<file path="src/rtl/gf_pkg.sv">
// Shared constants and types for the Reed-Solomon decoder blocks.
package gf_pkg;

  localparam int SYMB_WIDTH  = 8;
  localparam int T_LEN       = 4;
  localparam int ROOTS_NUM   = 2 * T_LEN;
  localparam int N_LEN       = 255;

  // Width of the Forney latency down-counter (latency 0..15).
  localparam int FCTRL_CNT_W = 4;
  // Enough bits to hold an error count of 0..T_LEN.
  localparam int ERR_CNT_W   = $clog2(T_LEN + 1);
  // Enough bits to index one of T_LEN error slots.
  localparam int IDX_W       = (T_LEN > 1) ? $clog2(T_LEN) : 1;

  typedef enum logic [1:0] {
    IDLE = 2'd0,
    CALC = 2'd1,
    EMIT = 2'd2
  } fctrl_state_t;

  // A valid mask is legal only when its set bits form a run starting at bit 0.
  function automatic logic is_thermo(input logic [T_LEN-1:0] vld);
    logic [T_LEN-1:0] plus_one;
    plus_one = vld + 1'b1;
    return (vld & plus_one) == '0;
  endfunction

  function automatic logic [ERR_CNT_W-1:0] pop_count(input logic [T_LEN-1:0] vld);
    logic [ERR_CNT_W-1:0] cnt;
    cnt = '0;
    for (int i = 0; i < T_LEN; i++) begin
      cnt = cnt + ERR_CNT_W'(vld[i]);
    end
    return cnt;
  endfunction

endpackage

</file>
<file path="src/rtl/rs_forney_ctrl_stats.sv">
// Saturating per-codeword statistics counters for rs_forney_ctrl.
module rs_forney_ctrl_stats
  import gf_pkg::*;
(
  input  logic                 aclk,
  input  logic                 areset,
  input  logic                 evt_i,
  input  logic [ERR_CNT_W-1:0] err_cnt_i,
  input  logic                 fail_i,
  output logic [31:0]          stat_cw_o,
  output logic [31:0]          stat_sym_o,
  output logic [31:0]          stat_fail_o
);

  logic [31:0] cw_q,   cw_d;
  logic [31:0] sym_q,  sym_d;
  logic [31:0] fail_q, fail_d;
  logic [32:0] sym_sum;

  // Next-state: saturating increments on each completed codeword.
  always_comb begin
    cw_d    = cw_q;
    sym_d   = sym_q;
    fail_d  = fail_q;
    sym_sum = {1'b0, sym_q} + 33'(err_cnt_i);
    if (evt_i) begin
      if (cw_q != '1) cw_d = cw_q + 1'b1;
      sym_d = sym_sum[32] ? '1 : sym_sum[31:0];
      if (fail_i && (fail_q != '1)) fail_d = fail_q + 1'b1;
    end
  end

  // Counter registers, cleared by reset.
  always_ff @(posedge aclk or posedge areset) begin
    if (areset) begin
      cw_q   <= '0;
      sym_q  <= '0;
      fail_q <= '0;
    end else begin
      cw_q   <= cw_d;
      sym_q  <= sym_d;
      fail_q <= fail_d;
    end
  end

  assign stat_cw_o   = cw_q;
  assign stat_sym_o  = sym_q;
  assign stat_fail_o = fail_q;

endmodule

</file>
<file path="src/rtl/rs_forney_ctrl.sv">
// Forney stage controller: registers one decode job into the external Forney
// datapath, waits FORNEY_LAT cycles, then streams one correction beat per
// error (or a single pass/fail beat). Optional statistics counters are built
// when RS_FORNEY_CTRL_STATS_EN is defined.
module rs_forney_ctrl
  import gf_pkg::*;
#(
  parameter int FORNEY_LAT = 1
) (
  input  logic                  aclk,
  input  logic                  areset,
  input  logic                  in_valid,
  output logic                  in_ready,
  input  logic [SYMB_WIDTH-1:0] in_err_pos [T_LEN],
  input  logic [T_LEN-1:0]      in_err_pos_vld,
  input  logic [SYMB_WIDTH-1:0] in_syndrome [ROOTS_NUM],
  output logic [SYMB_WIDTH-1:0] fy_error_positions [T_LEN],
  output logic [T_LEN-1:0]      fy_error_positions_vld,
  output logic [SYMB_WIDTH-1:0] fy_syndrome [ROOTS_NUM],
  output logic                  fy_syndrome_vld,
  input  logic [SYMB_WIDTH-1:0] fy_magnitude [T_LEN],
  input  logic                  fy_irq,
  output logic                  corr_valid,
  input  logic                  corr_ready,
  output logic [SYMB_WIDTH-1:0] corr_pos,
  output logic [SYMB_WIDTH-1:0] corr_mag,
  output logic                  corr_last,
`ifdef RS_FORNEY_CTRL_STATS_EN
  output logic [31:0]           stat_cw,
  output logic [31:0]           stat_sym,
  output logic [31:0]           stat_fail,
`endif
  output logic                  corr_fail
);

  fctrl_state_t           state_q, state_d;
  logic                   in_ready_q, in_ready_d;
  logic [SYMB_WIDTH-1:0]  fy_err_pos_q [T_LEN];
  logic [SYMB_WIDTH-1:0]  fy_err_pos_d [T_LEN];
  logic [T_LEN-1:0]       fy_err_vld_q, fy_err_vld_d;
  logic [SYMB_WIDTH-1:0]  fy_synd_q [ROOTS_NUM];
  logic [SYMB_WIDTH-1:0]  fy_synd_d [ROOTS_NUM];
  logic                   fy_synd_vld_q, fy_synd_vld_d;
  logic [FCTRL_CNT_W-1:0] lat_cnt_q, lat_cnt_d;
  logic [SYMB_WIDTH-1:0]  mag_q [T_LEN];
  logic [SYMB_WIDTH-1:0]  mag_d [T_LEN];
  logic [ERR_CNT_W-1:0]   err_cnt_q, err_cnt_d;
  logic [IDX_W-1:0]       idx_q, idx_d;
  logic                   corr_valid_q, corr_valid_d;
  logic [SYMB_WIDTH-1:0]  corr_pos_q, corr_pos_d;
  logic [SYMB_WIDTH-1:0]  corr_mag_q, corr_mag_d;
  logic                   corr_last_q, corr_last_d;
  logic                   corr_fail_q, corr_fail_d;

  logic                   fail_c;
  logic [ERR_CNT_W-1:0]   nerr_c;
  logic [IDX_W-1:0]       nxt_idx_c;

  // Next-state and output-register logic for the IDLE/CALC/EMIT sequencer.
  // NOTE: every variable gets a default before the case so no path leaves it
  // unassigned; a missing default here would infer a latch.
  always_comb begin
    state_d       = state_q;
    in_ready_d    = in_ready_q;
    fy_err_pos_d  = fy_err_pos_q;
    fy_err_vld_d  = fy_err_vld_q;
    fy_synd_d     = fy_synd_q;
    fy_synd_vld_d = 1'b0;
    lat_cnt_d     = lat_cnt_q;
    mag_d         = mag_q;
    err_cnt_d     = err_cnt_q;
    idx_d         = idx_q;
    corr_valid_d  = corr_valid_q;
    corr_pos_d    = corr_pos_q;
    corr_mag_d    = corr_mag_q;
    corr_last_d   = corr_last_q;
    corr_fail_d   = corr_fail_q;
    fail_c        = fy_irq | ~is_thermo(fy_err_vld_q);
    nerr_c        = pop_count(fy_err_vld_q);
    nxt_idx_c     = idx_q + 1'b1;

    unique case (state_q)
      IDLE: begin
        in_ready_d = 1'b1;
        if (in_valid && in_ready_q) begin
          fy_err_pos_d  = in_err_pos;
          fy_err_vld_d  = in_err_pos_vld;
          fy_synd_d     = in_syndrome;
          fy_synd_vld_d = 1'b1;
          lat_cnt_d     = FCTRL_CNT_W'(FORNEY_LAT);
          in_ready_d    = 1'b0;
          state_d       = CALC;
        end
      end

      CALC: begin
        if (lat_cnt_q == '0) begin
          // Datapath result is valid this cycle: capture and present beat 0.
          mag_d        = fy_magnitude;
          err_cnt_d    = fail_c ? '0 : nerr_c;
          idx_d        = '0;
          corr_valid_d = 1'b1;
          if (fail_c || (nerr_c == '0)) begin
            corr_pos_d  = '0;
            corr_mag_d  = '0;
            corr_last_d = 1'b1;
            corr_fail_d = fail_c;
          end else begin
            corr_pos_d  = fy_err_pos_q[0];
            corr_mag_d  = fy_magnitude[0];
            corr_last_d = (nerr_c == ERR_CNT_W'(1));
            corr_fail_d = 1'b0;
          end
          state_d = EMIT;
        end else begin
          lat_cnt_d = lat_cnt_q - 1'b1;
        end
      end

      EMIT: begin
        if (corr_valid_q && corr_ready) begin
          if (corr_last_q) begin
            corr_valid_d = 1'b0;
            corr_pos_d   = '0;
            corr_mag_d   = '0;
            corr_last_d  = 1'b0;
            corr_fail_d  = 1'b0;
            in_ready_d   = 1'b1;
            state_d      = IDLE;
          end else begin
            idx_d       = nxt_idx_c;
            corr_pos_d  = fy_err_pos_q[nxt_idx_c];
            corr_mag_d  = mag_q[nxt_idx_c];
            corr_last_d = ((ERR_CNT_W'(idx_q) + ERR_CNT_W'(2)) == err_cnt_q);
          end
        end
      end

      default: state_d = IDLE;
    endcase
  end

  // State and registered outputs; reset abandons any job in flight.
  // NOTE: sequential state uses non-blocking assignments so every register
  // samples pre-edge values regardless of statement order.
  always_ff @(posedge aclk or posedge areset) begin
    if (areset) begin
      state_q       <= IDLE;
      in_ready_q    <= 1'b0;
      fy_err_pos_q  <= '{default: '0};
      fy_err_vld_q  <= '0;
      fy_synd_q     <= '{default: '0};
      fy_synd_vld_q <= 1'b0;
      lat_cnt_q     <= '0;
      // NOTE: the magnitude capture array is tiny, so it is reset along with
      // the rest rather than left uninitialised like a true memory would be.
      mag_q         <= '{default: '0};
      err_cnt_q     <= '0;
      idx_q         <= '0;
      corr_valid_q  <= 1'b0;
      corr_pos_q    <= '0;
      corr_mag_q    <= '0;
      corr_last_q   <= 1'b0;
      corr_fail_q   <= 1'b0;
    end else begin
      state_q       <= state_d;
      in_ready_q    <= in_ready_d;
      fy_err_pos_q  <= fy_err_pos_d;
      fy_err_vld_q  <= fy_err_vld_d;
      fy_synd_q     <= fy_synd_d;
      fy_synd_vld_q <= fy_synd_vld_d;
      lat_cnt_q     <= lat_cnt_d;
      mag_q         <= mag_d;
      err_cnt_q     <= err_cnt_d;
      idx_q         <= idx_d;
      corr_valid_q  <= corr_valid_d;
      corr_pos_q    <= corr_pos_d;
      corr_mag_q    <= corr_mag_d;
      corr_last_q   <= corr_last_d;
      corr_fail_q   <= corr_fail_d;
    end
  end

  assign in_ready               = in_ready_q;
  assign fy_error_positions     = fy_err_pos_q;
  assign fy_error_positions_vld = fy_err_vld_q;
  assign fy_syndrome            = fy_synd_q;
  assign fy_syndrome_vld        = fy_synd_vld_q;
  assign corr_valid             = corr_valid_q;
  assign corr_pos               = corr_pos_q;
  assign corr_mag               = corr_mag_q;
  assign corr_last              = corr_last_q;
  assign corr_fail              = corr_fail_q;

`ifdef RS_FORNEY_CTRL_STATS_EN
  logic last_hs;
  assign last_hs = (state_q == EMIT) && corr_valid_q && corr_ready && corr_last_q;

  rs_forney_ctrl_stats u_stats (
    .aclk        (aclk),
    .areset      (areset),
    .evt_i       (last_hs),
    .err_cnt_i   (err_cnt_q),
    .fail_i      (corr_fail_q),
    .stat_cw_o   (stat_cw),
    .stat_sym_o  (stat_sym),
    .stat_fail_o (stat_fail)
  );
`endif

endmodule

</file>
<file path="config.mk">
export PLATFORM = sky130hd
export DESIGN_NAME = rs_forney_ctrl
export DESIGN_NICKNAME = d
export VERILOG_FILES = /design/src/rtl/gf_pkg.sv /design/src/rtl/rs_forney_ctrl_stats.sv /design/src/rtl/rs_forney_ctrl.sv
export SDC_FILE = /design/constraint.sdc
export NUM_CORES = 1
export LEC_CHECK = 0
export ABC_AREA = 1
export CAP_MARGIN = 15
export CORE_MARGIN = 10
export CORE_UTILIZATION = 30
export DETAILED_ROUTE_END_ITERATION = 7
export PLACE_DENSITY = 0.62
export SLEW_MARGIN = 20
export SYNTH_ARGS = -nofsm -noshare
export SYNTH_HDL_FRONTEND = slang
export SYNTH_SLANG_ARGS = --single-unit
</file>
<file path="constraint.sdc">
create_clock -name aclk -period 9.1 [get_ports aclk]
set_clock_uncertainty 0.05 [all_clocks]
set_input_delay 1.82 -clock aclk [delete_from_list [all_inputs] [get_ports aclk]]
set_output_delay 1.82 -clock aclk [all_outputs]
set_load 0.02 [all_outputs]
</file>
After elaboration in Yosys (flattened, before gate mapping)
Cells that the tools add are included.
- flip-flop bits (word level): 164
- output and inout port bits: 121
- word-level logic and storage cells: 115
- input bits: 137
- bitwise logic cells: 4
- eq/ne operators: 10
- $lt $le $gt $ge: 1
- mux-type cells: 47
- add/subtract/negate cells: 7
- reductions and logical operators: 18
- operators with widths (kind ; count):
    $mux 8 ; 12
    $bmux 8 s2 ; 2
    $pmux 8 s2 ; 2
    $mux 1 ; 14
    $mux 2 ; 7
    $ne 2x2->1 const B ; 6
    $reduce_and 4->1 ; 3
    $reduce_and 3->1 ; 3
    $logic_not 4->1 ; 2
    $mux 4 ; 2
    $pmux 1 s2 ; 4
    $pmux 4 s2 ; 1
    $pmux 2 s3 ; 1
    $reduce_bool 2->1 ; 3
    $add 4x1->4 const B ; 1
    $and 4x4->4 ; 1
    $pmux 2 s2 ; 1
    $reduce_and 2->1 ; 2
    $sub 4x1->4 const B ; 1
    $add 2x1->3 ; 1
    $add 2x2->3 const B ; 1
    $add 3x1->3 ; 1
    $eq 3x1->1 const B ; 1
    $eq 3x3->1 ; 1
    other kinds (13) ; 14

Logic depth before layout (Yosys ltp)
Gate-level depths: netlist of the first run.
- depth in word-level cells: 9
- depth in mapped cells: 11
- gate-level depth less buffers: 9

Worst setup path after synthesis of the first run
OpenSTA, ideal clock, no wires.
- path type: input-to-reg
- from: input port fy_irq
- to: register corr_pos_q[0], in the netlist corr_pos[0]
- arrival time: 2595 ps
- buffers on the path: 1
- path slack: 6390 ps
- stages on the path: 8
- data required time: 8985 ps
- cells stage by stage: inv_1 > nand2_1 > nor2_2 > buf_4 > nand4_1 > nand2_1 > nand2_1 > nand2_1
- word-level cells in the longest chain between the ends: 5
- RTL lines (what ; RTL line ; text):
    start: declaration ; rs_forney_ctrl.sv:22 ; input logic fy_irq,
    $or 1x1->1 ; rs_forney_ctrl.sv:78 ; fail_c = fy_irq | ~is_thermo(fy_err_vld_q);
    $logic_or 1x1->1 ; rs_forney_ctrl.sv:103 ; if (fail_c || (nerr_c == '0)) begin
    $mux 8 ; rs_forney_ctrl.sv:103 ;
    $mux 8 ; rs_forney_ctrl.sv:97 ; if (lat_cnt_q == '0) begin
    $pmux 8 s2 ; rs_forney_ctrl.sv:82 ; unique case (state_q)
    end signal: assignment ; rs_forney_ctrl.sv:177 ; corr_pos_q <= corr_pos_d;
    end: declaration ; rs_forney_ctrl.sv:50 ; logic [SYMB_WIDTH-1:0] corr_pos_q, corr_pos_d;
Every way passes these cells. The select of a mux whose other input is x is not followed.
A chain may end at the register's enable or synchronous reset.

Worst setup path in the final report of the first run
- from: input port in_valid
- to: register fy_err_pos_q (netlist bit fy_error_positions[3])
- word-level cells in the longest chain between the ends: 2
- RTL lines (what ; RTL line ; text):
    start: declaration ; rs_forney_ctrl.sv:12 ; input logic in_valid,
    $logic_and 1x1->1 ; rs_forney_ctrl.sv:85 ; if (in_valid && in_ready_q) begin
    $reduce_and 2->1 (no line) ; n/a ;
    end signal: assignment ; rs_forney_ctrl.sv:168 ; fy_err_pos_q <= fy_err_pos_d;
    end: declaration ; rs_forney_ctrl.sv:38 ; logic [SYMB_WIDTH-1:0] fy_err_pos_q [T_LEN];
Every way passes these cells.

==> results.json, run 1 <==
{
  "status": "complete, no violations",
  "hold_class": "register to register",
  "p_leak_nw": 5.28,
  "cp.required_ns": 9.35,
  "seqPwrFrac_pct": 33.9,
  "cp.arrival_ns": 4.63,
  "startpoint_type": "input pin",
  "wl_per_cell_um": 17.2,
  "regArea_sq_mm": 0.00411,
  "io_buffers": 257,
  "crit_path_frequent_cell": "buf_4",
  "yosys.area_share.simple_pct": 33.9,
  "p_sw_mw": 1.68,
  "cts_tree": "built",
  "synth_edf_count": 0,
  "design_area_sq_mm": 0.0106,
  "timing.final.crit_share_pct": 48.1,
  "ir_worst_vdd_mv": 0.190,
  "clkSlewWorstSetupHoldPaths_ns": 0.08,
  "design.core.area_sq_mm": 0.0237,
  "avgSynthCellArea_sq_um": 7.86,
  "multi_input_area_sq_mm": 0.00281,
  "antenna_found_initial": 4,
  "initial_utilization_pct": 30.8,
  "final-max-slew-violation-count": 0,
  "vias": 6619,
  "layout_commonest_cell": "nand2_1",
  "insertion_delay_ns": 0.45,
  "overflow": 0,
  "cts_made_buffers": 17,
  "dpl_cell_area_sq_mm": 0.0100,
  "die_height_um": 176,
  "wl_met2_um": 11700,
  "maxSlewHeadroom_pct": 35.1,
  "end_kind": "register",
  "ys_ff_latch": 164,
  "final_cells": 1497,
  "via_per_inst": 4.42,
  "final_hold_viol_count": 0,
  "dp.cells": 1463,
  "final_cell_mix": "nand2_1, clkdlybuf4s50_1, dfrtp_1",
  "syn_inst": 927,
  "syn_nets": 1070,
  "clock-root-buffer": "clkbuf_16",
  "gp_congestion": 0.804,
  "top_layer": "met5",
  "rows": 56,
  "synth.area.mux_share_pct": 0,
  "cts_sinks": 164,
  "syn-cell-area_sq_mm": 0.00728,
  "p_int_mw": 2.17,
  "rsz0062_at_grt": "no",
  "wirelength_met1_um": 10400,
  "grt_use_total_pct": 16.8,
  "synthXorXnorAreaFrac_pct": 0.241,
  "synth_flop_cell": "dfrtp_1",
  "synth_top_family_by_area": "simple AND/OR/NAND/NOR gates",
  "met3_length_um": 3210,
  "syn_to_final_growth_pct": 46.1,
  "drc": 0,
  "swShare_pct": 43.6,
  "crit_chain": "clkdlybuf4s50_1 -> nand3_4 -> buf_4 -> clkinv_2 -> buf_4 -> nand2_1 -> o21ai_0",
  "synth_compound_area_share_pct": 3.20,
  "firstDrtPassIters": 5,
  "cap_viol_max_count": 0,
  "ant_nets": 0,
  "fmax_ghz": 0.228,
  "synth_warnings": 0,
  "synth.distinct_cells": 23,
  "ys_seq_area_share_pct": 56.3,
  "ctsHoldBuffers": 0,
  "grt_max_degree": 103,
  "cts_max_level": 4,
  "final.setup.tns_ns": 0,
  "grt_pass1_vias": 6857,
  "power.density_mw_per_mm2": 361,
  "cts_resized": 0,
  "worstSetupPathType": "input pin to register",
  "clock_path_buffers": 2,
  "cp_slowest_cell": "buf_4",
  "combPwrFrac_pct": 47.4,
  "setup_violations": 0,
  "worst_pin_slew_ns": 0.974,
  "die_w_um": 176,
  "path_max_fanout": 89,
  "nFillCells": 2429,
  "period_minus_slack_ns": 4.38,
  "nets": 1306,
  "dp_hpwl_um": 18500,
  "io_pins": 258,
  "p_total_mw": 3.84,
  "wl_um": 25700,
  "synthAdderAreaFrac_pct": 1.13,
  "holdWs_ns": 0.429,
  "postCtsSetupRepairBufs": 0,
  "die_area_sq_mm": 0.0309,
  "clkPwrFrac_pct": 18.6,
  "grt_pass1_wl_um": 40200,
  "cpPeakStageDelay_ns": 0.68,
  "drtIter0Drc": 411,
  "synth-async-reset-ratio_pct": 100,
  "drive_above_1_share_pct": 4.59
}
==> area by class of cell <==
cell class | instances | area share [%]
Clock inverter | 14 | 1.48
Antenna cell | 2 | 0.0470
Sequential cell | 164 | 38.6
Clock buffer | 18 | 4.03
Timing Repair Buffer | 260 | 24.4
Inverter | 35 | 1.29
Tap cell | 319 | 3.75
Multi-Input combinational cell | 685 | 26.4
==> routing by layer <==
layer / vias to the layer above / GRT usage [%]
met3: 23 / 9.69
met1: 3025 / 19.4
met4: 4 / 4.56
met2: 255 / 26.0
li1: 3312 / -
met5: - / 0
==> power by group through the flow <==
stage | clock network (mW) | logic [mW] | registers, mW
5_1_grt | 0.767 | 2.03 | 1.35
3_5_place_dp | 0 | 1.85 | 1.31
6_report | 0.717 | 1.82 | 1.30
2_1_floorplan | 0 | 0.763 | 1.55
3_3_place_gp | 0 | 1.83 | 1.31
4_1_cts | 0.740 | 1.86 | 1.31
==> cells by family after synthesis <==
group / Yosys count
AO/OA/AOI/OAI: 45
buffers and inverters: 78
AND/OR/NAND/NOR: 632
adder cells (fa/ha/maj): 6
flip-flops: 164
XOR/XNOR: 2
==> worst max-delay path: cells and delay by family <==
family,cells,cell delay [ns]
buffers and inverters,4,2.36
and+or+nand+nor,2,0.26
AOI/OAI and AO/OA,1,0.09
==> Yosys cell counts (6+ instances only) <==
cell,n,area [sq um]
nand3_1,8,40.0
nor2_1,13,48.8
buf_2,25,125
o21ai_0,35,175
clkbuf_1,8,30.0
nand2_1,585,2200
dfrtp_1,164,4100
buf_4,6,45.0
inv_2,7,26.3
nand4_1,16,100
inv_1,28,105
a21oi_1,7,35.0
==> state kept, by name, indices dropped and copies added (netlist names) <==
| name | count |
|---|---|
| fy_syndrome | 64 |
| fy_error_positions | 32 |
| mag_q | 32 |
| corr_mag | 8 |
| corr_pos | 8 |
| fy_error_positions_vld | 4 |
| lat_cnt_q | 4 |
| err_cnt_q | 3 |
| idx_q | 2 |
| state_q | 2 |
| corr_fail | 1 |
| corr_last | 1 |
| corr_valid | 1 |
| fy_syndrome_vld | 1 |
| in_ready | 1 |
==> metrics by stage <==
step,setup slack [ns],utilization [%]
finish,4.72,44.9
global route,4.47,44.9
CTS,4.69,44.9
detailed placement,4.20,42.4
global placement,4.31,42.4
floorplan,2.80,-
==> worst paths after layout <==
path | from | slack, ns | cells after the start | to
max reg2reg | lat_cnt_q[0]$_DFFE_PP0P_ | 6.05 | 7 | corr_mag[7]$_DFFE_PP0P_
min reg2reg | fy_syndrome[60]$_DFFE_PP0P_ | 0.43 | 2 | fy_syndrome[60]$_DFFE_PP0P_
min | fy_syndrome[60]$_DFFE_PP0P_ | 0.43 | 2 | fy_syndrome[60]$_DFFE_PP0P_
min in group asynchronous | areset | 1.87 | 2 | fy_syndrome[46]$_DFFE_PP0P_
max | in_valid | 4.72 | 7 | fy_error_positions[3]$_DFFE_PP0P_
max in group asynchronous | areset | 5.60 | 3 | idx_q[0]$_DFFE_PP0P_
No activity file was read; power rests on OpenSTA's default activity.
==> run 2: changes to the inputs <==
- clock period: 9.1 -> 4.2 ns (I/O delays scaled with it)
==> results.json, run 2 (synthesis results as in run 1) <==
{
  "cp.required_ns": 4.52,
  "overflow": 0,
  "cpPeakStageDelay_ns": 0.63,
  "clock-root-buffer": "clkbuf_16",
  "end_kind": "register",
  "grt_pass1_wl_um": 40200,
  "cts_made_buffers": 17,
  "die_area_sq_mm": 0.0309,
  "crit_chain": "fa_1 -> ha_1 -> ha_1 -> nor2_1 -> a21oi_2 -> nand4_1 -> nand2_1 -> nand2_1 -> nand2_1",
  "worst_pin_slew_ns": 0.982,
  "nets": 1308,
  "status": "complete, no violations",
  "final.setup.tns_ns": 0,
  "antenna_found_initial": 2,
  "vias": 6588,
  "crit_path_frequent_cell": "nand2_1",
  "rsz0062_at_grt": "no",
  "cts_sinks": 164,
  "grt_pass1_vias": 6808,
  "clkSlewWorstSetupHoldPaths_ns": 0.07,
  "layout_commonest_cell": "nand2_1",
  "p_total_mw": 8.51,
  "cts_max_level": 4,
  "drive_above_1_share_pct": 4.76,
  "cap_viol_max_count": 0,
  "cp.arrival_ns": 3.02,
  "ctsHoldBuffers": 0,
  "fmax_ghz": 0.371,
  "r2r_start": "fy_error_positions_vld[1]$_DFFE_PP0P_",
  "dp_hpwl_um": 18500,
  "grt_max_degree": 89,
  "via_per_inst": 4.40,
  "final_hold_viol_count": 0,
  "die_height_um": 176,
  "drtIter0Drc": 499,
  "final_cell_mix": "nand2_1, clkdlybuf4s50_1, dfrtp_1",
  "rows": 56,
  "maxSlewHeadroom_pct": 34.6,
  "ant_nets": 0,
  "gp_congestion": 0.770,
  "postCtsSetupRepairBufs": 0,
  "insertion_delay_ns": 0.43,
  "syn_to_final_growth_pct": 47.5,
  "regArea_sq_mm": 0.00411,
  "r2r-end": "corr_mag[3]$_DFFE_PP0P_",
  "cp-endpoint": "corr_mag[3]$_DFFE_PP0P_",
  "clock_path_buffers": 2,
  "nFillCells": 2400,
  "multi_input_area_sq_mm": 0.00281,
  "setup_violations": 0,
  "design.core.area_sq_mm": 0.0237,
  "hold_class": "register to register",
  "cts_tree": "built",
  "final-max-slew-violation-count": 0,
  "cp-startpoint": "fy_error_positions_vld[1]$_DFFE_PP0P_",
  "wl_per_cell_um": 17.1,
  "path_max_fanout": 16,
  "die_w_um": 176,
  "timing.final.crit_share_pct": 64.3,
  "cp_slowest_cell": "a21oi_2",
  "power.density_mw_per_mm2": 792,
  "worstSetupPathType": "register to register",
  "cts_resized": 0,
  "r2r_cells": 9,
  "drc": 0,
  "wl_um": 25600,
  "startpoint_type": "register",
  "largest_reg_flops": 64,
  "firstDrtPassIters": 4,
  "ir_worst_vdd_mv": 0.387,
  "io_pins": 258,
  "r2r_slack_ns": 1.50,
  "io_buffers": 257,
  "initial_utilization_pct": 30.8,
  "period_minus_slack_ns": 2.70,
  "grt_use_total_pct": 16.6,
  "p_leak_nw": 5.32
}
## run 2: cell types whose count changed in the layout (fill, tap and decap cells not counted), sizes merged
cell,before,now
inv,42,40
diode,2,1
clkbuf,18,17
clkinv,7,4
bufinv,0,4
buf,3,5
clkinvlp,0,1
## run 2: per-stage QoR
stage	setup slack (ns)	util [%]	cell area [sq um]	hold slack [ns]	instances
after floorplan	1.23	-	7290	0.390	927
after global placement	1.48	42.6	10100	0.409	1465
after detailed placement	1.45	42.6	10100	0.415	1465
after CTS	1.50	45.3	10700	0.433	1496
after global routing	1.27	45.3	10700	0.449	1496
final	1.50	45.4	10700	0.427	1497
## run 2: per-layer routing
metal | track usage, % | routed length (um)
met3 | 9.16 | 3070
met2 | 25.4 | 11500
met1 | 19.9 | 10700
met4 | 4.27 | 278
met5 | 0 | 11
## run 2: worst min path at each step
stage / from / endpoint / slack, ns / depth (start not counted)
final: mag_q[10]$_DFFE_PP0P_ / mag_q[10]$_DFFE_PP0P_ / 0.43 / 2
after global routing: mag_q[17]$_DFFE_PP0P_ / mag_q[17]$_DFFE_PP0P_ / 0.45 / 2
after CTS: mag_q[10]$_DFFE_PP0P_ / mag_q[10]$_DFFE_PP0P_ / 0.43 / 2
after detailed placement: fy_syndrome[4]$_DFFE_PP0P_ / fy_syndrome[4]$_DFFE_PP0P_ / 0.41 / 2
after global placement: lat_cnt_q[0]$_DFFE_PP0P_ / lat_cnt_q[0]$_DFFE_PP0P_ / 0.41 / 1
after floorplan: lat_cnt_q[0]$_DFFE_PP0P_ / lat_cnt_q[0]$_DFFE_PP0P_ / 0.39 / 1
## run 2: area by class of cell
| type | instances | share of cell area, % |
|---|---|---|
| inverters | 35 | 1.27 |
| clock buffers | 17 | 3.96 |
| well taps | 319 | 3.72 |
| clock inverters | 14 | 2.00 |
| diodes | 1 | 0.0233 |
| multi-input cells | 685 | 26.2 |
| repair buffers | 262 | 24.6 |
| flip-flops and latches | 164 | 38.2 |
## run 2: critical path, delay by kind of cell, from the launching register on
family                   cells  cell delay [ns]
AO/OA/AOI/OAI                1             0.63
adder cells (fa/ha/maj)      3             0.96
flip-flops                   1             0.47
AND/OR/NAND/NOR              5             0.52
## run 2: where the power goes
group | switching [mW] | internal, mW
logic | 2.34 | 1.60
registers | 0.532 | 2.30
clock network | 0.717 | 1.02
